## src/rtl/mlaccel_pkg.sv

```systemverilog
// Shared types and widths for the mlaccel command path.
package mlaccel_pkg;

   localparam int CMD_W      = 32;
   localparam int AW_DEFAULT = 16;

   typedef enum logic [2:0] {
      S_IDLE,
      S_FETCH,
      S_DRAIN,
      S_WAIT,
      S_DONE
   } seq_state_t;

endpackage

```

## src/rtl/mlaccel_seq_fifo.sv

```systemverilog
// Prefetch FIFO with a registered head: data written at cycle end is visible next cycle.
// A write is accepted while full only if a pop happens in the same cycle.
module mlaccel_seq_fifo
   import mlaccel_pkg::*;
#(
   parameter int DEPTH = 4
) (
   input  logic                   clock,
   input  logic                   reset,
   input  logic                   wr_en,
   input  logic [CMD_W-1:0]       wr_dat,
   input  logic                   rd_en,
   output logic                   full,
   output logic                   empty,
   output logic [$clog2(DEPTH):0] count,
   output logic [CMD_W-1:0]       head
);

   localparam int PW = $clog2(DEPTH);
   localparam int CW = PW + 1;

   logic [CMD_W-1:0] mem_q [DEPTH];
   logic [CMD_W-1:0] mem_d [DEPTH];
   logic [PW-1:0]    wr_ptr_q, wr_ptr_d;
   logic [PW-1:0]    rd_ptr_q, rd_ptr_d;
   logic [PW-1:0]    rd_nxt;
   logic [CW-1:0]    count_q, count_d;
   logic [CMD_W-1:0] head_q, head_d;
   logic             push, pop;

   assign empty  = (count_q == '0);
   assign full   = (count_q == CW'(DEPTH));
   assign pop    = rd_en && !empty;
   assign push   = wr_en && (!full || pop);
   assign rd_nxt = rd_ptr_q + 1'b1;
   assign count  = count_q;
   assign head   = head_q;

   always_comb begin
      mem_d    = mem_q;
      wr_ptr_d = wr_ptr_q;
      rd_ptr_d = rd_ptr_q;
      head_d   = head_q;
      count_d  = count_q + CW'(push) - CW'(pop);
      if (push) begin
         mem_d[wr_ptr_q] = wr_dat;
         wr_ptr_d        = wr_ptr_q + 1'b1;
      end
      if (pop) begin
         rd_ptr_d = rd_nxt;
      end
      // Head must already hold the next entry when it becomes visible, so it
      // bypasses the array when the incoming word is the only one left.
      if (empty) begin
         if (push) head_d = wr_dat;
      end else if (pop && count_q == CW'(1)) begin
         if (push) head_d = wr_dat;
      end else if (pop) begin
         head_d = mem_q[rd_nxt];
      end
   end

   always_ff @(posedge clock or negedge reset) begin
      if (!reset) begin
         for (int i = 0; i < DEPTH; i++) mem_q[i] <= '0;
         wr_ptr_q <= '0;
         rd_ptr_q <= '0;
         count_q  <= '0;
         head_q   <= '0;
      end else begin
         mem_q    <= mem_d;
         wr_ptr_q <= wr_ptr_d;
         rd_ptr_q <= rd_ptr_d;
         count_q  <= count_d;
         head_q   <= head_d;
      end
   end

endmodule

```

## src/rtl/mlaccel_sequencer.sv

```systemverilog
// Fetches a command list from memory and streams it to the compute core, then signals done.
// First command appears 3 cycles after start; cmd_ready low stalls reads once the FIFO is reserved.
module mlaccel_sequencer
   import mlaccel_pkg::*;
#(
   parameter int DEPTH = 4,
   parameter int AW    = AW_DEFAULT
) (
   input  logic             clock,
   input  logic             reset,
   input  logic             start_valid,
   output logic             start_ready,
   input  logic [AW-1:0]    start_addr,
   input  logic [15:0]      start_count,
   output logic             busy,
   output logic             done,
   output logic             rd_en,
   output logic [AW-1:0]    rd_addr,
   input  logic [CMD_W-1:0] rd_data,
   output logic             cmd_valid,
   input  logic             cmd_ready,
   output logic [CMD_W-1:0] cmd_data,
   input  logic             compute_busy
);

   localparam int CW = $clog2(DEPTH) + 1;

   seq_state_t    state_q, state_d;
   logic          start_ready_q, start_ready_d;
   logic          busy_q, busy_d;
   logic          done_q, done_d;
   logic          rd_en_q, rd_en_d;
   logic          wr_pend_q, wr_pend_d;
   logic          wait_first_q, wait_first_d;
   logic [AW-1:0] addr_q, addr_d;
   logic [15:0]   cnt_q, cnt_d;
   logic          fifo_full, fifo_empty;
   logic [CW-1:0] fifo_count;
   logic [CW:0]   resv;
   logic          start_hs;

   assign start_hs    = start_valid && start_ready_q;
   assign start_ready = start_ready_q;
   assign busy        = busy_q;
   assign done        = done_q;
   assign rd_en       = rd_en_q;
   assign rd_addr     = addr_q;
   assign cmd_valid   = !fifo_empty;

   mlaccel_seq_fifo #(.DEPTH(DEPTH)) u_fifo (
      .clock  (clock),
      .reset  (reset),
      .wr_en  (wr_pend_q),
      .wr_dat (rd_data),
      .rd_en  (cmd_ready),
      .full   (fifo_full),
      .empty  (fifo_empty),
      .count  (fifo_count),
      .head   (cmd_data)
   );

   always_comb begin
      state_d      = state_q;
      addr_d       = addr_q;
      cnt_d        = cnt_q;
      rd_en_d      = 1'b0;
      wr_pend_d    = rd_en_q;
      wait_first_d = wait_first_q;
      // Slots already owed: stored words, the word landing this cycle, the read issuing now.
      resv = (CW+1)'(fifo_count) + (CW+1)'(wr_pend_q) + (CW+1)'(rd_en_q);

      case (state_q)
         S_IDLE: begin
            if (start_hs) begin
               if (start_count != 16'd0) begin
                  rd_en_d = 1'b1;
                  addr_d  = start_addr;
                  cnt_d   = start_count - 16'd1;
                  state_d = (start_count == 16'd1) ? S_DRAIN : S_FETCH;
               end else begin
                  state_d      = S_WAIT;
                  wait_first_d = 1'b1;
               end
            end
         end
         S_FETCH: begin
            if (!fifo_full && resv < (CW+1)'(DEPTH)) begin
               rd_en_d = 1'b1;
               addr_d  = addr_q + 1'b1;
               cnt_d   = cnt_q - 16'd1;
               if (cnt_q == 16'd1) state_d = S_DRAIN;
            end
         end
         S_DRAIN: begin
            if (fifo_empty && !rd_en_q && !wr_pend_q) begin
               state_d      = S_WAIT;
               wait_first_d = 1'b1;
            end
         end
         S_WAIT: begin
            // The core's busy lags our last command by a cycle, so ignore it once.
            if (wait_first_q) begin
               wait_first_d = 1'b0;
            end else if (!compute_busy) begin
               state_d = S_DONE;
            end
         end
         S_DONE: begin
            state_d = S_IDLE;
         end
         default: begin
            state_d = S_IDLE;
         end
      endcase

      start_ready_d = (state_d == S_IDLE);
      busy_d        = (state_d != S_IDLE);
      done_d        = (state_d == S_DONE);
   end

   always_ff @(posedge clock or negedge reset) begin
      if (!reset) begin
         state_q       <= S_IDLE;
         start_ready_q <= 1'b1;
         busy_q        <= 1'b0;
         done_q        <= 1'b0;
         rd_en_q       <= 1'b0;
         wr_pend_q     <= 1'b0;
         wait_first_q  <= 1'b0;
         addr_q        <= '0;
         cnt_q         <= '0;
      end else begin
         state_q       <= state_d;
         start_ready_q <= start_ready_d;
         busy_q        <= busy_d;
         done_q        <= done_d;
         rd_en_q       <= rd_en_d;
         wr_pend_q     <= wr_pend_d;
         wait_first_q  <= wait_first_d;
         addr_q        <= addr_d;
         cnt_q         <= cnt_d;
      end
   end

endmodule

```

## config.mk

```make
export PLATFORM = sky130hd
export DESIGN_NAME = mlaccel_sequencer
export DESIGN_NICKNAME = d
export VERILOG_FILES = /design/src/rtl/mlaccel_pkg.sv /design/src/rtl/mlaccel_seq_fifo.sv /design/src/rtl/mlaccel_sequencer.sv
export SDC_FILE = /design/constraint.sdc
export NUM_CORES = 1
export LEC_CHECK = 0
export CAP_MARGIN = 20
export CORE_MARGIN = 8
export CORE_UTILIZATION = 50
export DETAILED_ROUTE_END_ITERATION = 6
export PLACE_DENSITY = 0.73
export SYNTH_ARGS = -nofsm -noshare
export SYNTH_HDL_FRONTEND = slang
export SYNTH_SLANG_ARGS = --single-unit
```

## constraint.sdc

```tcl
create_clock -name clock -period 2.3 [get_ports clock]
set_input_delay 0.23 -clock clock [delete_from_list [all_inputs] [get_ports clock]]
set_output_delay 0.23 -clock clock [all_outputs]
set_load 0.02 [all_outputs]
```

==> reports/qor.txt, run 1 <==
VDD IR max: 0.740 mV
Mean Syn Cell Area: 12.2 um^2
CP Launch Type: register
Iter 0 DRT Violations: 368
Placer Congestion: 0.828
Starting Density: 50.8%
most frequent cells in the layout: dfrtp_1, mux2_2, clkdlybuf4s50_1
die width: 156 um
Sw Ratio: 34.6%
ys flop type: dfrtp_1
share of flip-flops with an asynchronous set or reset: 100%
outcome: finished, final reports clean
final hold viol count: 0
area grow syn2layout: 27.5%
Clock H-tree levels: 1
n_diodes: 0
post-DR vias/cell: 5.72
Slew HR: 66.8%
CTS tree: done
global-route wire length before repair: 38.8 mm
Peak Freq: 463 MHz
Int Pwr: 12500 uW
Sw Pwr: 6590 uW
vias in the first global route: 7501
Synth Cell Area: 9850 um^2
nets: 1047
via count: 7108
IO buf count: 121
clock share of power: 19.9%
Clock Skew: 0.0125 ns
CP Data Arrival Time: 2.57 ns
1st-pass router iterations: 4
CP max stage delay: 0.56 ns
layout cells sized above 1: 28.1%
Ports: 122
total power: 19100 uW
top cells by area, synth: dfrtp_1, mux2_2, mux4_2, a21oi_1, o22ai_1
Resize count post-CTS: 0
Synth area leader: dfrtp_1
Final Max Slew Viols: 0
Root Buffer: clkbuf_16
# hold bufs at CTS: 1
Routed WL per cell: 18.8 um
area share of the largest cell type after synthesis: 52.6%
DRC viols: 0
setup repair bufs after CTS: 0
core area: 19400 um^2
DP HPWL: 15.5 mm
Final setup viols: 0
Worst-Skew Late Latency: 0.50 ns
Combinational Power Share: 45.4%
RSZ-0062 raised after global routing: no
crit end category: register
CTS Buf Count: 23
Core Util, Final: 64.8%
Critical Path RT: 2.71 ns
fin crit share: 93.8%
die area: 24500 um^2
DP Area: 11800 um^2
critical path, cell by cell: or4_4 > or3_4 > or3_4 > o21ai_1 > a21oi_1 > a21oi_1
DRT Wirelength: 23.3 mm
register area share after synthesis: 52.8%
largest net degree at the start of global routing: 63
Power Dens Cells: 1520 nW/um^2
Reg clk slew, reported paths: 0.06 ns
setup TNS: 0 ns
worst-margin pin slew: 0.498 ns
initial antenna violation count: 0
flops & latches, synth: 208
YS warnings: 0
Yosys cell types: 64
MaxCap Viol Count: 0
commonest non-fill, non-tap cell in the layout: dfrtp_1
Post-synth EDFFs: 0
row count: 51
HP Class: input port to async pin
Min Hold Slack: 0.267 ns
CTS Sinks: 208
min cycle time layout: 2.16 ns
Global Route Usage Sum: 19.4%
Slowest-stage cell, CP: or4_4
clk buf depth: 3
P_leak: 0.00521 uW
cells after synthesis: 805
Detail Route Antenna Nets: 0
gr ovfl total: 0
Design Area, Final: 12600 um^2
syn nets: 889
CP Class: register to register
Die Height: 156 um
Seq pwr share: 34.7%
CP max FO: 4
layer usage:
| metal | vias up | share of wire, % | track usage (%) |
|---|---|---|---|
| li1 | 3290 | - | - |
| met1 | 3614 | 43 | 25.4 |
| met2 | 178 | 49 | 32.7 |
| met3 | 26 | 6.1 | 3.75 |
| met4 | 0 | 1.6 | 4.62 |
| met5 | - | 0 | 0 |
state kept, by name, summed over array words and instances (netlist names), 2 cells and up:
name             cells
cnt_q               16
rd_addr             16
state_q              3
u_fifo.count         3
u_fifo.head         32
u_fifo.mem_q       128
u_fifo.rd_ptr_q      2
u_fifo.wr_ptr_q      2
final cells by class:
| type | instances | area, um^2 |
|---|---|---|
| clock inverters | 8 | 125 |
| fillers | 1510 | 6840 |
| flip-flops and latches | 208 | 5210 |
| repair buffers | 181 | 1790 |
| inverters | 18 | 67.6 |
| well taps | 265 | 332 |
| multi-input cells | 531 | 4380 |
| clock buffers | 32 | 659 |
cell families (layout without fill, tap and decap cells):
logic type,count (synthesis),count (layout),share of synthesized area [%]
AOI/OAI and AO/OA,178,178,11.2
DFF,208,208,52.8
muxes,161,161,22.0
and+or+nand+nor,161,161,7.82
adders and majority gates,15,15,1.98
buffers and inverters,66,239,2.72
xor gates and xnor gates,16,16,1.42
cell usage after synthesis (all sizes together), types with 4 or more instances:
cell type,count
a21oi,66
a22o,4
and2,4
buf,28
clkbuf,20
dfrtp,207
ha,14
inv,18
mux2,128
mux4,32
nand2,36
nand3,14
nand4,4
nor2,64
nor3,14
nor3b,4
nor4,4
o21a,4
o21ai,36
o22ai,41
or3,4
xnor2,7
xor2,9
final timing paths:
check                                             startpoint                            to  slack (ns)  cells past startpoint
worst max-delay path                    cnt_q[7]$_DFFE_PN0P_         cnt_q[15]$_DFFE_PN0P_        0.14                      6
worst min-delay path                                   reset  u_fifo.mem_q[16]$_DFFE_PN0P_        0.27                      2
worst max register to register          cnt_q[7]$_DFFE_PN0P_         cnt_q[15]$_DFFE_PN0P_        0.14                      6
worst min register to register  u_fifo.mem_q[35]$_DFFE_PN0P_  u_fifo.mem_q[35]$_DFFE_PN0P_        0.50                      1
max in group asynchronous                              reset         start_ready$_DFF_PN1_        1.32                      3
min in group clock                            start_addr[15]       rd_addr[15]$_DFFE_PN0P_        0.32                      3
power groups by stage:
stage | logic (uW) | registers, uW | clock network, uW
after floorplan | 5350 | 6900 | 0
after global placement | 8490 | 6560 | 0
after detailed placement | 8680 | 6640 | 0
after CTS | 8740 | 6600 | 3870
after global routing | 9400 | 6850 | 4010
final | 8650 | 6610 | 3800
critical path, delay by kind of cell (launching register included):
family / cells / cell delay [ns]
simple gates: 3 / 1.29
compound gates: 3 / 0.39
flops: 1 / 0.39
through the flow:
step	setup slack, ns	std cells
after global routing	0.0229	1243
after floorplan	0.198	805
after CTS	0.150	1243
final	0.142	1243
after global placement	0.0642	1202
after detailed placement	0.00940	1202
Note: power is estimated with default switching activity, not from simulation.
==> run 2, diff against run 1 <==
Settings changed: SETUP_SLACK_MARGIN set to 0.02.
==> results of run 2 <==
No change in the layout: final DEF, timing and power equal those of run 1.
==> run 3, diff against run 2 <==
Settings changed: CORE_UTILIZATION 50 to 42, GPL_TIMING_DRIVEN set to 0, PLACE_DENSITY 0.73 to not set, SYNTH_HIERARCHICAL set to 1.
==> run 3 against run 2 <==
Sequential power increased by 1%. Via count shrank 0.97%. First-iteration DRC count grew 35%. Final cell count up 2.2%. Core utilization is 12 points lower. Worst hold slack worse by 0.016 ns. Power shrank 1.2%. Register-to-register slack got worse by 0.05 ns. Area after synthesis up 3.0%. Non-clock buffer count decreased by 6. Clock-buffer cell count up 8. Synthesized cell count shrank 3.4%.
==> reports/qor.txt, run 3 <==
outcome: finished, final reports clean
CP max FO: 10
Ports: 122
dpl cells: 1224
Routed WL per cell: 19.9 um
YS warnings: 6
worst r2r path cells: 5
Post-Synth XOR/XNOR Area: 1.64%
Most flops, register: u_fifo/mem_q
worst-margin pin slew: 0.881 ns
CP Launch Type: register
CP Class: register to register
HP Class: input port to register
hold_sp: start_count[5]
Starting Density: 42.2%
Worst R2R End: u_fifo/mem_q[109]$_DFFE_PN0P_
flops & latches, synth: 208
Post-synth EDFFs: 0
Critical Path Start: u_fifo/count[2]$_DFF_PN0_
largest family of logic cells by synthesized area: multiplexers
Detail Route Antenna Nets: 0
share of flip-flops with an asynchronous set or reset: 100%
top cells by area, synth: dfrtp_1, mux2_2, mux4_2, mux2_4, o221a_2
Hold Crit Endpoint: cnt_q[5]$_DFFE_PN0P_
MaxCap Viol Count: 0
global-route wire length before repair: 40.8 mm
Crit path top cell by count: buf_2
count leader, synth: dfrtp_1
Simple-Gate Fraction of Synth Area: 8.92%
DP HPWL: 16.6 mm
largest net degree at the start of global routing: 112
CTS Sinks: 208
Synth Cell Area: 10100 um^2
gr ovfl total: 0
CTS tree: done
most frequent cells in the layout: dfrtp_1, clkdlybuf4s50_1, mux2_2
Reg clk slew, reported paths: 0.06 ns
Iter 0 DRT Violations: 495
DRC viols: 0
critical path, cell by cell: buf_2 > or4b_4 > nand3_1 > buf_2 > mux2_2
commonest non-fill, non-tap cell in the layout: dfrtp_1
CP Data Arrival Time: 2.59 ns
fin cells: 1270
crit end category: register
register area share after synthesis: 51.3%
Slew HR: 41.3%
Peak Freq: 454 MHz
max reg flops: 128
min cycle time layout: 2.20 ns
total power: 18800 uW
Synth Area in Compound Gates: 10.3%
area grow syn2layout: 24.7%
layout cells sized above 1: 29.7%
CTS Buf Count: 24
Clock H-tree levels: 1
Yosys cell types: 64
post-DR vias/cell: 5.54
IO buf count: 121
row count: 57
Root Buffer: clkbuf_16
area share of the largest cell type after synthesis: 51.1%
Synth area leader: dfrtp_1
DRT Wirelength: 25.2 mm
Clock Skew: 0.00581 ns
initial antenna violation count: 1
adder and majority gate portion of the synthesized area: 1.68%
Placer Congestion: 0.866
1st-pass router iterations: 5
Slowest-stage cell, CP: or4b_4
syn nets: 860
n_diodes: 0
Critical Path RT: 2.69 ns
CP max stage delay: 0.52 ns
ys flop type: dfrtp_1
via count: 7039
Global Route Usage Sum: 17.5%
mux cell area share after synthesis: 22.7%
Mean Syn Cell Area: 13.0 um^2
die area: 29400 um^2
Worst-Skew Late Latency: 0.51 ns
VDD IR max: 0.730 mV
RSZ-0062 raised after global routing: yes
core area: 24000 um^2
FF-to-FF Start: u_fifo/count[2]$_DFF_PN0_
Die Height: 171 um
Power Dens Cells: 1490 nW/um^2
Final setup viols: 0
P_leak: 0.00520 uW
vias in the first global route: 7459
nets: 1011
Final Max Slew Viols: 0
die width: 171 um
clk buf depth: 3
cells after synthesis: 778
Core Util, Final: 52.6%
final hold viol count: 0
FF-to-FF setup slack: 0.1 ns
fin crit share: 95.8%
Synth top cells by count: dfrtp_1, mux2_2, a21oi_1
Hold Crit Depth: 4
-- run 3: changes by cell type after synthesis, moves of 4 or more --
cell     change
a21oi_1     -28
buf_1       -17
buf_2       +12
mux2_2      -28
mux2_4      +30
nand3_1      +6
nor2_1      -36
nor3_1       -4
o221a_2     +29
o22ai_1     -31
or3_1       +35
-- run 3: per-stage QoR --
step                setup slack, ns  TNS (ns)  hold WS [ns]  area [um^2]
floorplan                     0.141         0       -0.0656        10100
global placement              -8.06  -1698.21         0.482        11800
detailed placement           -0.591    -29.03         0.372        11800
CTS                          0.0206         0         0.294        12600
global route                0.00648         0         0.290        12700
finish                       0.0961         0         0.251        12700
-- run 3: metal layers --
| layer | wire length (um) | GRT usage, % |
|---|---|---|
| met1 | 11000 | 23.0 |
| met2 | 12200 | 28.9 |
| met3 | 1380 | 3.88 |
| met4 | 548 | 4.35 |
| met5 | 13 | 0 |
-- run 3: critical path, delay by kind of cell, from the launching register on --
kind | cells | cell delay, ns
buffers and inverters | 2 | 0.57
flip-flops | 1 | 0.39
AND/OR/NAND/NOR | 2 | 0.74
multiplexers | 1 | 0.37
-- run 3: layout make-up --
class / count / area [um^2]
Fill cell: 2093 / 11400
Sequential cell: 208 / 5210
Multi-Input combinational cell: 505 / 4630
Timing Repair Buffer: 125 / 1270
Clock buffer: 40 / 752
Tap cell: 324 / 405
Buffer: 50 / 312
Inverter: 15 / 56.3
Clock inverter: 3 / 18.8
-- run 3: worst max path at each step --
stage | to | slack, ns | cells after the start
after floorplan | rd_addr[0]$_DFFE_PN0P_ | 0.14 | 8
after CTS | rd_addr[15]$_DFFE_PN0P_ | 0.02 | 9
after detailed placement | cnt_q[12]$_DFFE_PN0P_ | -0.59 | 9
after global routing | u_fifo/mem_q[122]$_DFFE_PN0P_ | 0.006 | 5
after global placement | u_fifo/mem_q[87]$_DFFE_PN0P_ | -8.06 | 1
final | u_fifo/mem_q[109]$_DFFE_PN0P_ | 0.1 | 5
-- run 3: power breakdown --
group | switching, uW | internal (uW)
clock network | 1450 | 2210
registers | 1170 | 5530
logic | 3870 | 4580
total | 6500 | 12300
-- run 3: timing repair --
item | in CTS | in global routing
hold buffers | 1 | 0
pin swaps | 0 | 2
setup buffers | 0 | 2
resized for setup | 7 | 20
endpoints found under the hold margin | 109 | 0
endpoints found under the setup margin | 33 | 48
-- run 3: kinds of logic after synthesis --
logic type / count (synthesis)
AOI/OAI and AO/OA: 144
muxes: 163
adders and majority gates: 13
and+or+nand+nor: 166
DFF: 208
buffers and inverters: 65
xor gates and xnor gates: 19
